### config.mk
export PLATFORM = sky130hd
export DESIGN_NAME = tetris_input_ctrl_flat
export DESIGN_NICKNAME = d
export VERILOG_FILES = /design/src/rtl/tetris_input_if.sv /design/src/rtl/tetris_input_ctrl.sv /design/src/flat_wrapper.sv
export SDC_FILE = /design/constraint.sdc
export NUM_CORES = 1
export LEC_CHECK = 0
export ABC_CLOCK_PERIOD_IN_PS = 2200
export CAP_MARGIN = 5
export CORE_UTILIZATION = 54
export CTS_CLUSTER_DIAMETER = 50
export DETAILED_ROUTE_END_ITERATION = 16
export PLACE_DENSITY = 0.88
export REMOVE_ABC_BUFFERS = 1
export SETUP_SLACK_MARGIN = 0.02
export SLEW_MARGIN = 0
export SYNTH_ARGS = -nofsm -noshare
export SYNTH_HDL_FRONTEND = slang
export SYNTH_SLANG_ARGS = --single-unit
### constraint.sdc
create_clock -name clk -period 2.2 [get_ports clk]
set_input_delay 0.44 -clock clk [delete_from_list [all_inputs] [get_ports clk]]
set_output_delay 0.44 -clock clk [all_outputs]
set_load 0.05 [all_outputs]
### src/rtl/tetris_input_if.sv
// tetris_input_if: player-input bundle between the board pins/ADC and the input conditioner.
interface tetris_input_if;
  logic [11:0] adc_value;
  logic        s1;
  logic        s2;
  logic        move_left;
  logic        move_right;
  logic        move_down;
  logic        rotate;
  logic        tilt_active;
  modport master (output adc_value, s1, s2, input move_left, move_right, move_down, rotate, tilt_active);
  modport slave  (input adc_value, s1, s2, output move_left, move_right, move_down, rotate, tilt_active);
endinterface

### src/rtl/tetris_input_ctrl.sv
// tetris_input_ctrl: tilt hysteresis FSM with DAS/ARR auto-repeat, and debounced S1/S2 into one-cycle pulses.
// Define SOFT_DROP_REPEAT_EN to auto-repeat move_down while S2 stays pressed.
module tetris_input_ctrl #(
  parameter int unsigned THRESH_HI  = 1815,
  parameter int unsigned THRESH_LO  = 1485,
  parameter int unsigned HYST       = 40,
  parameter int unsigned DB_CYCLES  = 1000000,
  parameter int unsigned DAS_CYCLES = 8000000,
  parameter int unsigned ARR_CYCLES = 2500000
) (
  input logic           clk,
  input logic           reset_n,
  tetris_input_if.slave io
);
  localparam int unsigned TW = $clog2((DAS_CYCLES > ARR_CYCLES ? DAS_CYCLES : ARR_CYCLES) + 1);
  localparam int unsigned DW = $clog2(DB_CYCLES + 1);
  localparam logic [11:0] HI      = 12'(THRESH_HI);
  localparam logic [11:0] LO      = 12'(THRESH_LO);
  localparam logic [11:0] HI_EXIT = 12'(THRESH_HI - HYST);
  localparam logic [11:0] LO_EXIT = 12'(THRESH_LO + HYST);
  localparam logic [11:0] ADC_MID = 12'((THRESH_HI + THRESH_LO) / 2);
  localparam logic [TW-1:0] DAS_LIM = TW'(DAS_CYCLES - 1);
  localparam logic [TW-1:0] ARR_LIM = TW'(ARR_CYCLES - 1);
  localparam logic [DW-1:0] DB_LIM  = DW'(DB_CYCLES - 1);

  typedef enum logic [1:0] {CENTER, LEFT, RIGHT} tilt_e;

  tilt_e         state_q, state_d;
  logic [11:0]   adc_q;
  logic [TW-1:0] tmr_q;
  logic          das_q, fire_q, left_q, right_q, active_q, tick;

  always_comb begin
    case (state_q)
      RIGHT:   state_d = adc_q < LO ? LEFT : adc_q < HI_EXIT ? CENTER : RIGHT;
      LEFT:    state_d = adc_q > HI ? RIGHT : adc_q > LO_EXIT ? CENTER : LEFT;
      default: state_d = adc_q > HI ? RIGHT : adc_q < LO ? LEFT : CENTER;
    endcase
  end

  assign tick = tmr_q == (das_q ? ARR_LIM : DAS_LIM);

  // adc_q resets to mid-scale so the FSM stays CENTER until a real sample arrives
  always_ff @(posedge clk or negedge reset_n) begin
    if (!reset_n) begin
      adc_q    <= ADC_MID;
      state_q  <= CENTER;
      tmr_q    <= '0;
      das_q    <= 1'b0;
      fire_q   <= 1'b0;
      left_q   <= 1'b0;
      right_q  <= 1'b0;
      active_q <= 1'b0;
    end else begin
      adc_q    <= io.adc_value;
      state_q  <= state_d;
      active_q <= state_q != CENTER;
      left_q   <= fire_q && state_q == LEFT;
      right_q  <= fire_q && state_q == RIGHT;
      if (state_d != state_q) begin
        tmr_q  <= '0;
        das_q  <= 1'b0;
        fire_q <= state_d != CENTER;
      end else if (state_q == CENTER || tick) begin
        tmr_q  <= '0;
        das_q  <= state_q != CENTER;
        fire_q <= state_q != CENTER;
      end else begin
        tmr_q  <= tmr_q + 1'b1;
        fire_q <= 1'b0;
      end
    end
  end

  logic [1:0]         meta_q, sync_q, db_q, flip, press;
  logic [1:0][DW-1:0] cnt_q;
  logic               rot_q, down_q, rep;

  for (genvar i = 0; i < 2; i++) begin : g_btn
    assign flip[i]  = sync_q[i] != db_q[i] && cnt_q[i] == DB_LIM;
    assign press[i] = flip[i] && !sync_q[i];
  end

  always_ff @(posedge clk or negedge reset_n) begin
    if (!reset_n) begin
      meta_q <= '1;
      sync_q <= '1;
      db_q   <= '1;
      cnt_q  <= '0;
      rot_q  <= 1'b0;
      down_q <= 1'b0;
    end else begin
      meta_q <= {io.s2, io.s1};
      sync_q <= meta_q;
      db_q   <= db_q ^ flip;
      for (int b = 0; b < 2; b++)
        cnt_q[b] <= (sync_q[b] == db_q[b] || flip[b]) ? '0 : cnt_q[b] + 1'b1;
      rot_q  <= press[0];
      down_q <= press[1] || rep;
    end
  end

`ifdef SOFT_DROP_REPEAT_EN
  logic [TW-1:0] sd_tmr_q;
  logic          sd_das_q;
  // a repeat that would land on the release edge is dropped
  assign rep = !db_q[1] && !flip[1] && sd_tmr_q == (sd_das_q ? ARR_LIM : DAS_LIM);
  always_ff @(posedge clk or negedge reset_n) begin
    if (!reset_n) begin
      sd_tmr_q <= '0;
      sd_das_q <= 1'b0;
    end else if (db_q[1] || rep) begin
      sd_tmr_q <= '0;
      sd_das_q <= !db_q[1];
    end else begin
      sd_tmr_q <= sd_tmr_q + 1'b1;
    end
  end
`else
  assign rep = 1'b0;
`endif

  assign io.move_left   = left_q;
  assign io.move_right  = right_q;
  assign io.move_down   = down_q;
  assign io.rotate      = rot_q;
  assign io.tilt_active = active_q;
endmodule

### src/flat_wrapper.sv
// flat-port wrapper written by rule: the top's interface ports become plain ports
module tetris_input_ctrl_flat 
#(
  parameter int unsigned THRESH_HI  = 1815,
  parameter int unsigned THRESH_LO  = 1485,
  parameter int unsigned HYST       = 40,
  parameter int unsigned DB_CYCLES  = 1000000,
  parameter int unsigned DAS_CYCLES = 8000000,
  parameter int unsigned ARR_CYCLES = 2500000
)
  (clk, reset_n, io_adc_value, io_s1, io_s2, io_move_left, io_move_right, io_move_down, io_rotate, io_tilt_active);
  tetris_input_if io_i ();
  input logic clk;
  input logic reset_n;
  input wire logic [$bits(io_i.adc_value)-1:0] io_adc_value;
  input wire logic [$bits(io_i.s1)-1:0] io_s1;
  input wire logic [$bits(io_i.s2)-1:0] io_s2;
  output wire logic [$bits(io_i.move_left)-1:0] io_move_left;
  output wire logic [$bits(io_i.move_right)-1:0] io_move_right;
  output wire logic [$bits(io_i.move_down)-1:0] io_move_down;
  output wire logic [$bits(io_i.rotate)-1:0] io_rotate;
  output wire logic [$bits(io_i.tilt_active)-1:0] io_tilt_active;
  assign io_i.adc_value = io_adc_value;
  assign io_i.s1 = io_s1;
  assign io_i.s2 = io_s2;
  assign io_move_left = io_i.move_left;
  assign io_move_right = io_i.move_right;
  assign io_move_down = io_i.move_down;
  assign io_rotate = io_i.rotate;
  assign io_tilt_active = io_i.tilt_active;
  tetris_input_ctrl #(.THRESH_HI(THRESH_HI), .THRESH_LO(THRESH_LO), .HYST(HYST), .DB_CYCLES(DB_CYCLES), .DAS_CYCLES(DAS_CYCLES), .ARR_CYCLES(ARR_CYCLES)) u_core (.clk(clk), .reset_n(reset_n), .io(io_i));
endmodule
==> results of run 1 <==
## cell families (layout without fill, tap and decap cells)
family	Yosys count	in the layout	share of synthesized area [%]
adder cells (fa/ha/maj)	6	6	1.83
AND/OR/NAND/NOR	193	193	23.8
buffers and inverters	15	55	1.44
AO/OA/AOI/OAI	20	20	4.10
multiplexers	2	2	0.550
XOR/XNOR	60	60	12.8
flip-flops	90	90	55.4
## where the power goes
part           switching (mW)  internal [mW]  total (mW)
Combinational           0.489          0.347       0.836
Sequential             0.0636           1.74        1.81
Clock                   0.581          0.448        1.03
## worst min path at each step
stage / endpoint
after floorplan: u_core.adc_q[0]
after global placement: u_core.sync_q[0]
after detailed placement: u_core.sync_q[0]
after CTS: u_core.cnt_q[1]
after global routing: u_core.cnt_q[1]
final: u_core.cnt_q[12]
## layout by cell type (no fill, tap or decap), types with 3 or more instances in the layout
master	instances
dfrtp_1	78
nor2_1	75
xor2_1	39
nand3_1	35
nand2_1	23
xnor2_1	21
clkdlybuf4s50_1	19
and3_1	12
dfstp_2	12
clkbuf_8	10
inv_1	8
buf_4	8
and4_1	7
nand4_1	7
nor4_1	5
nor3b_1	5
nor3_1	4
ha_1	4
nor4b_1	3
nor2b_1	3
## what timing repair did
| item | 4_1_cts | 5_1_grt |
|---|---|---|
| resized for setup | 0 | 10 |
| buffers inserted | 0 | 0 |
| setup endpoints to repair | 0 | 24 |
## per-stage QoR
stage	cell area (sq um)	setup TNS [ns]	worst slack, ns	hold WS, ns	power [mW]
2_1_floorplan	4070	-1.52	-0.0701	0.144	2.26
3_3_place_gp	4480	0	0.137	0.346	2.52
3_5_place_dp	4480	0	0.0400	0.347	2.56
4_1_cts	4660	0	0.0214	0.0387	3.59
5_1_grt	4700	-0.338	-0.0502	0.0506	3.85
6_report	4700	0	0.0613	0.0308	3.67
## sequential cells by signal, summed over array words and instances, names as in the netlist, 2 cells and up, named ones only
name / count
u_core.cnt_q: 40
u_core.tmr_q: 23
u_core.adc_q: 12
u_core.meta_q: 2
u_core.state_q: 2
u_core.sync_q: 2
## per-layer routing
layer | routed length (um) | up-vias | track usage [%]
met3 | 223 | 16 | 4.99
met2 | 3720 | 46 | 35.7
met4 | 179 | 0 | 8.37
met5 | 0 | - | 0
li1 | - | 1393 | -
met1 | 3390 | 1435 | 26.4
## critical path, cell delays in order, from the launching register on
cell and delay, ns:
dfrtp_1 0.43, inv_2 0.13, ha_2 0.24, inv_1 0.05, a221oi_1 0.29, a21oi_1 0.14, xnor2_1 0.32, o211ai_2 0.17
buf_6 0.18, nor2_1 0.11
## area by class of cell
| cell class | count | area [sq um] |
|---|---|---|
| clock inverter | 5 | 38.8 |
| inverter | 9 | 33.8 |
| tap | 99 | 124 |
| sequential | 90 | 2270 |
| multi-input combinational | 281 | 1800 |
| clock buffer | 11 | 141 |
| timing repair buffer | 30 | 293 |
| fill | 574 | 2590 |
## synth_stat cells (2+ instances only)
cell type  number  share of area (%)
dfrtp_1        78                 48
nor2b_1         4               0.61
a21oi_1         2               0.24
nor2_1         75                6.9
nor3_1          4               0.49
inv_1           9               0.83
xnor2_1        21                4.5
and2_1          2               0.31
nor4_1          5               0.76
nand3_1        35                4.3
a31oi_1         2               0.31
and4_1          8                1.7
ha_1            6                1.8
mux2_2          2               0.55
xor2_1         39                8.3
o21ai_0         2               0.24
nand4b_1        2               0.43
and3_1         12                1.8
buf_2           2               0.24
nor4b_1         3               0.64
a211oi_1        2               0.37
nor3b_1         5               0.92
nand4_1         7                1.1
nand2_1        23                2.1
clkbuf_1        4               0.37
dfstp_2        12                7.7
==> flow_summary.ini, run 1 <==
[synthesis]
avgSynthCellArea_sq_um = 10.6
synth_cells = 386
netlist_area_sq_um = 4090
ys_seq_area_share_pct = 55.4
synth_flop_cell = dfrtp_1
yosys.cell_types.count = 46
yosys_warnings = 0
ys_seq_elements = 90
synth-edff-count = 0
async_flop_share_pct = 100

[floorplan]
die_x_um = 89.1
fp-row-count = 31
io_pins = 21
initial_core_util_pct = 56.1
fp.coreArea_sq_um = 7290
die_height_um = 89.1
dieArea_sq_um = 7930

[layout]
instances_no_fill = 525
final_nets = 443
drive_gt1_share_pct = 12.2
diodes = 0
fin_util_pct = 64.4
area_delta_synth_final_pct = 14.8

[worst_setup_path]
cp.required_ns = 2.49
rr_worst_depth = 9
endpoint_kind = flop
cp.arrival_ns = 2.43
start_kind = flop
path_class = flop to flop
reg2reg_slack_ns = 0.06
worstPathMaxFanout = 13
crit_path_start = u_core.state_q[1]
worstSetupEndpoint = u_core.tmr_q[5]
timing.rr.start = u_core.state_q[1]
r2r_end = u_core.tmr_q[5]

[pwr]
peakVddDrop_mv = 0.628
leakage_nw = 1.97
power_density_nw_per_um2 = 781

[clock_tree]
cts.sinks = 90
cts-root-buf = clkbuf_8
htree_levels = 3
cts_buffer_depth = 2
clk_latency_ns = 0.36
path_clk_slew_ns = 0.09
cts_tree = done
cts_hold_buf = 0
numCtsBuffers = 9

[sta]
finalCritPeriodShare_pct = 97.2
max_freq_ghz = 0.468
min_period_ns = 2.14
hold_viol = 0
setup_violations = 0
maxSlewViolCount = 0
worstMarginPinSlew_ns = 0.506
skew_ns = 0.0126
max_slew_margin_pct = 66.2

[grt]
grt_max_degree = 37
grt_pass1_wl_um = 12700
antenna_found_initial = 0
overflow = 0
grt_pass1_vias = 2860
grt_usage_pct = 21.1

[drt]
drc = 0
dr.pass1.iters = 4
wl_per_cell_um = 14.3
vias = 2890
drt-total-wl_um = 7510
drt_iter0_drc = 168
ant_nets = 0
avgViaCountPerCell = 5.50

[placement]
place_hpwl_um = 5110
io_buffers = 20
dp.cells = 509
gp_congestion = 0.869

[outcome]
status = finished, final reports clean

[hold_path]
worst_hold_path_type = primary input to async pin

[run]
maxCapViolCount = 0
Power figures use the tool's default switching activity.
==> run 2, diff against run 1 <==
--- a/config.mk
+++ b/config.mk
@@ -9,6 +9,7 @@
 export CAP_MARGIN = 5
 export CORE_UTILIZATION = 54
 export CTS_CLUSTER_DIAMETER = 50
+export CTS_CLUSTER_SIZE = 12
 export DETAILED_ROUTE_END_ITERATION = 16
 export PLACE_DENSITY = 0.88
 export REMOVE_ABC_BUFFERS = 1
==> constraint.sdc (replaced) <==
create_clock -name clk -period 2.2 [get_ports clk]
set_input_delay 0.66 -clock clk [delete_from_list [all_inputs] [get_ports clk]]
set_output_delay 0.66 -clock clk [all_outputs]
set_load 0.05 [all_outputs]
==> flow_summary.ini, run 2 (synthesized netlist as in run 1, its figures left out) <==
[outcome]
status = finished, final reports clean

[sta]
hold_viol = 0
rsz0062_at_grt = no
holdWs_ns = 0.121
setup_violations = 0
max_freq_ghz = 0.467
min_period_ns = 2.14
finalCritPeriodShare_pct = 97.3
worst_slack_ns = 0.0604
worstMarginPinSlew_ns = 0.504
max_slew_margin_pct = 66.3
skew_ns = 0.00849
maxSlewViolCount = 0

[worst_setup_path]
rr_worst_depth = 7
slowest_stage = clkdlybuf4s50_1
worstPathMaxFanout = 1
crit_buf_inv = 1
cp.arrival_ns = 1.48
path_class = flop to output port
cp_cell_sequence = clkdlybuf4s50_1
r2r_end = u_core.tmr_q[18]
critical-path-top-delay-family = buffers and inverters
cp.required_ns = 1.54
endpoint_kind = output port
slowest_delay_ns = 0.79
timing.rr.start = u_core.adc_q[10]
reg2reg_slack_ns = 0.12
start_kind = flop

[grt]
grt_pass1_vias = 2909
grt_pass1_wl_um = 12800
grt_max_degree = 55
overflow = 0
antenna_found_initial = 0
grt_usage_pct = 21.4

[pwr]
power_density_nw_per_um2 = 819
comb_power_share_pct = 20.3
p_clk_share_pct = 33.5
leakage_nw = 2.06
switching_power_mw = 1.11
p_seq_share_pct = 46.2
intPower_mw = 2.78
peakVddDrop_mv = 0.504
swShare_pct = 28.5

[floorplan]
fp-row-count = 31
fp.coreArea_sq_um = 7290
initial_core_util_pct = 56.1
die_x_um = 89.1
die_height_um = 89.1
io_pins = 21
dieArea_sq_um = 7930

[layout]
final_cell_mix = dfrtp_1 (78), nor2_1 (75), xor2_1 (39), nand3_1 (35), nand2_1 (23)
multi_input_area_sq_um = 1800
nFillCells = 554
diodes = 0
drive_gt1_share_pct = 12.0
final_common_cell = dfrtp_1
final_nets = 443
seqCellArea_sq_um = 2270
regMostFlops = u_core.cnt_q
area_delta_synth_final_pct = 16.2
reg_top3 = u_core.cnt_q x40, u_core.tmr_q x23, u_core.adc_q x12
largest_reg_flops = 40
final_area_sq_um = 4760
instances_no_fill = 525

[drt]
ant_nets = 0
dr.pass1.iters = 4
drc = 0
avgViaCountPerCell = 5.56
vias = 2918
wl_per_cell_um = 14.4
drt-total-wl_um = 7580
drt_iter0_drc = 193

[clock_tree]
htree_levels = 3
cts.sinks = 90
clk_latency_ns = 0.37
numCtsBuffers = 9
cts_tree = done
cts_buffer_depth = 2
post_cts_buffers = 0
path_clk_slew_ns = 0.09
cts-root-buf = clkbuf_8

[placement]
place_hpwl_um = 5120
gp_congestion = 0.832
dp.cells = 509
dp_slack_ns = 0.0569
io_buffers = 20
placed_area_sq_um = 4480

[hold_path]
worst_hold_path_type = primary input to async pin

[run]
maxCapViolCount = 0
[run 2: per-layer routing]
metal  GRT usage [%]  vias to the layer above  share of wire (%)
met5               0                        -                  0
met4            9.24                        0                2.0
met2            35.6                       60                 51
met3            5.17                       13                3.0
li1                -                     1386                  -
met1            27.1                     1459                 44
[run 2: timing repair]
action | in CTS | in global routing
pin swaps | 0 | 1
hold buffers | 0 | 0
gates cloned | 0 | 0
resized for setup | 2 | 9
setup endpoints to repair | 1 | 28
[run 2: metrics by stage]
stage,util (%),setup TNS (ns),power [mW]
3_3_place_gp,61.4,0,2.52
4_1_cts,64.8,0,3.86
6_report,65.2,0,3.89
5_1_grt,65.2,0,4.06
3_5_place_dp,61.4,0,2.55
2_1_floorplan,-,-1.52,2.26
[run 2: worst max path at each step]
stage                                    from          endpoint  slack [ns]  depth (start not counted)
final                        u_core.io.rotate         io_rotate        0.06                          1
after global routing         u_core.adc_q[10]  u_core.tmr_q[20]        0.01                          7
after CTS                 u_core.io.move_down      io_move_down        0.03                          1
after detailed placement    u_core.state_q[1]   u_core.tmr_q[9]        0.06                          8
after global placement      u_core.state_q[1]   u_core.tmr_q[3]        0.13                          8
after floorplan             u_core.state_q[0]  u_core.tmr_q[10]       -0.07                          7
[run 2: power by group through the flow]
stage / combinational [mW] / sequential, mW / clock, mW
4_1_cts: 0.736 / 1.80 / 1.32
3_3_place_gp: 0.694 / 1.83 / 0
3_5_place_dp: 0.717 / 1.83 / 0
5_1_grt: 0.867 / 1.81 / 1.38
2_1_floorplan: 0.371 / 1.89 / 0
6_report: 0.790 / 1.80 / 1.30
[run 2: cell type report]
class                      count  share of cell area [%]
clock buffer                  11                    3.18
clock inverter                 5                    1.81
tap                           99                    2.60
inverter                       9                   0.710
sequential                    90                    47.7
multi-input combinational    281                    37.7
timing repair buffer          30                    6.29
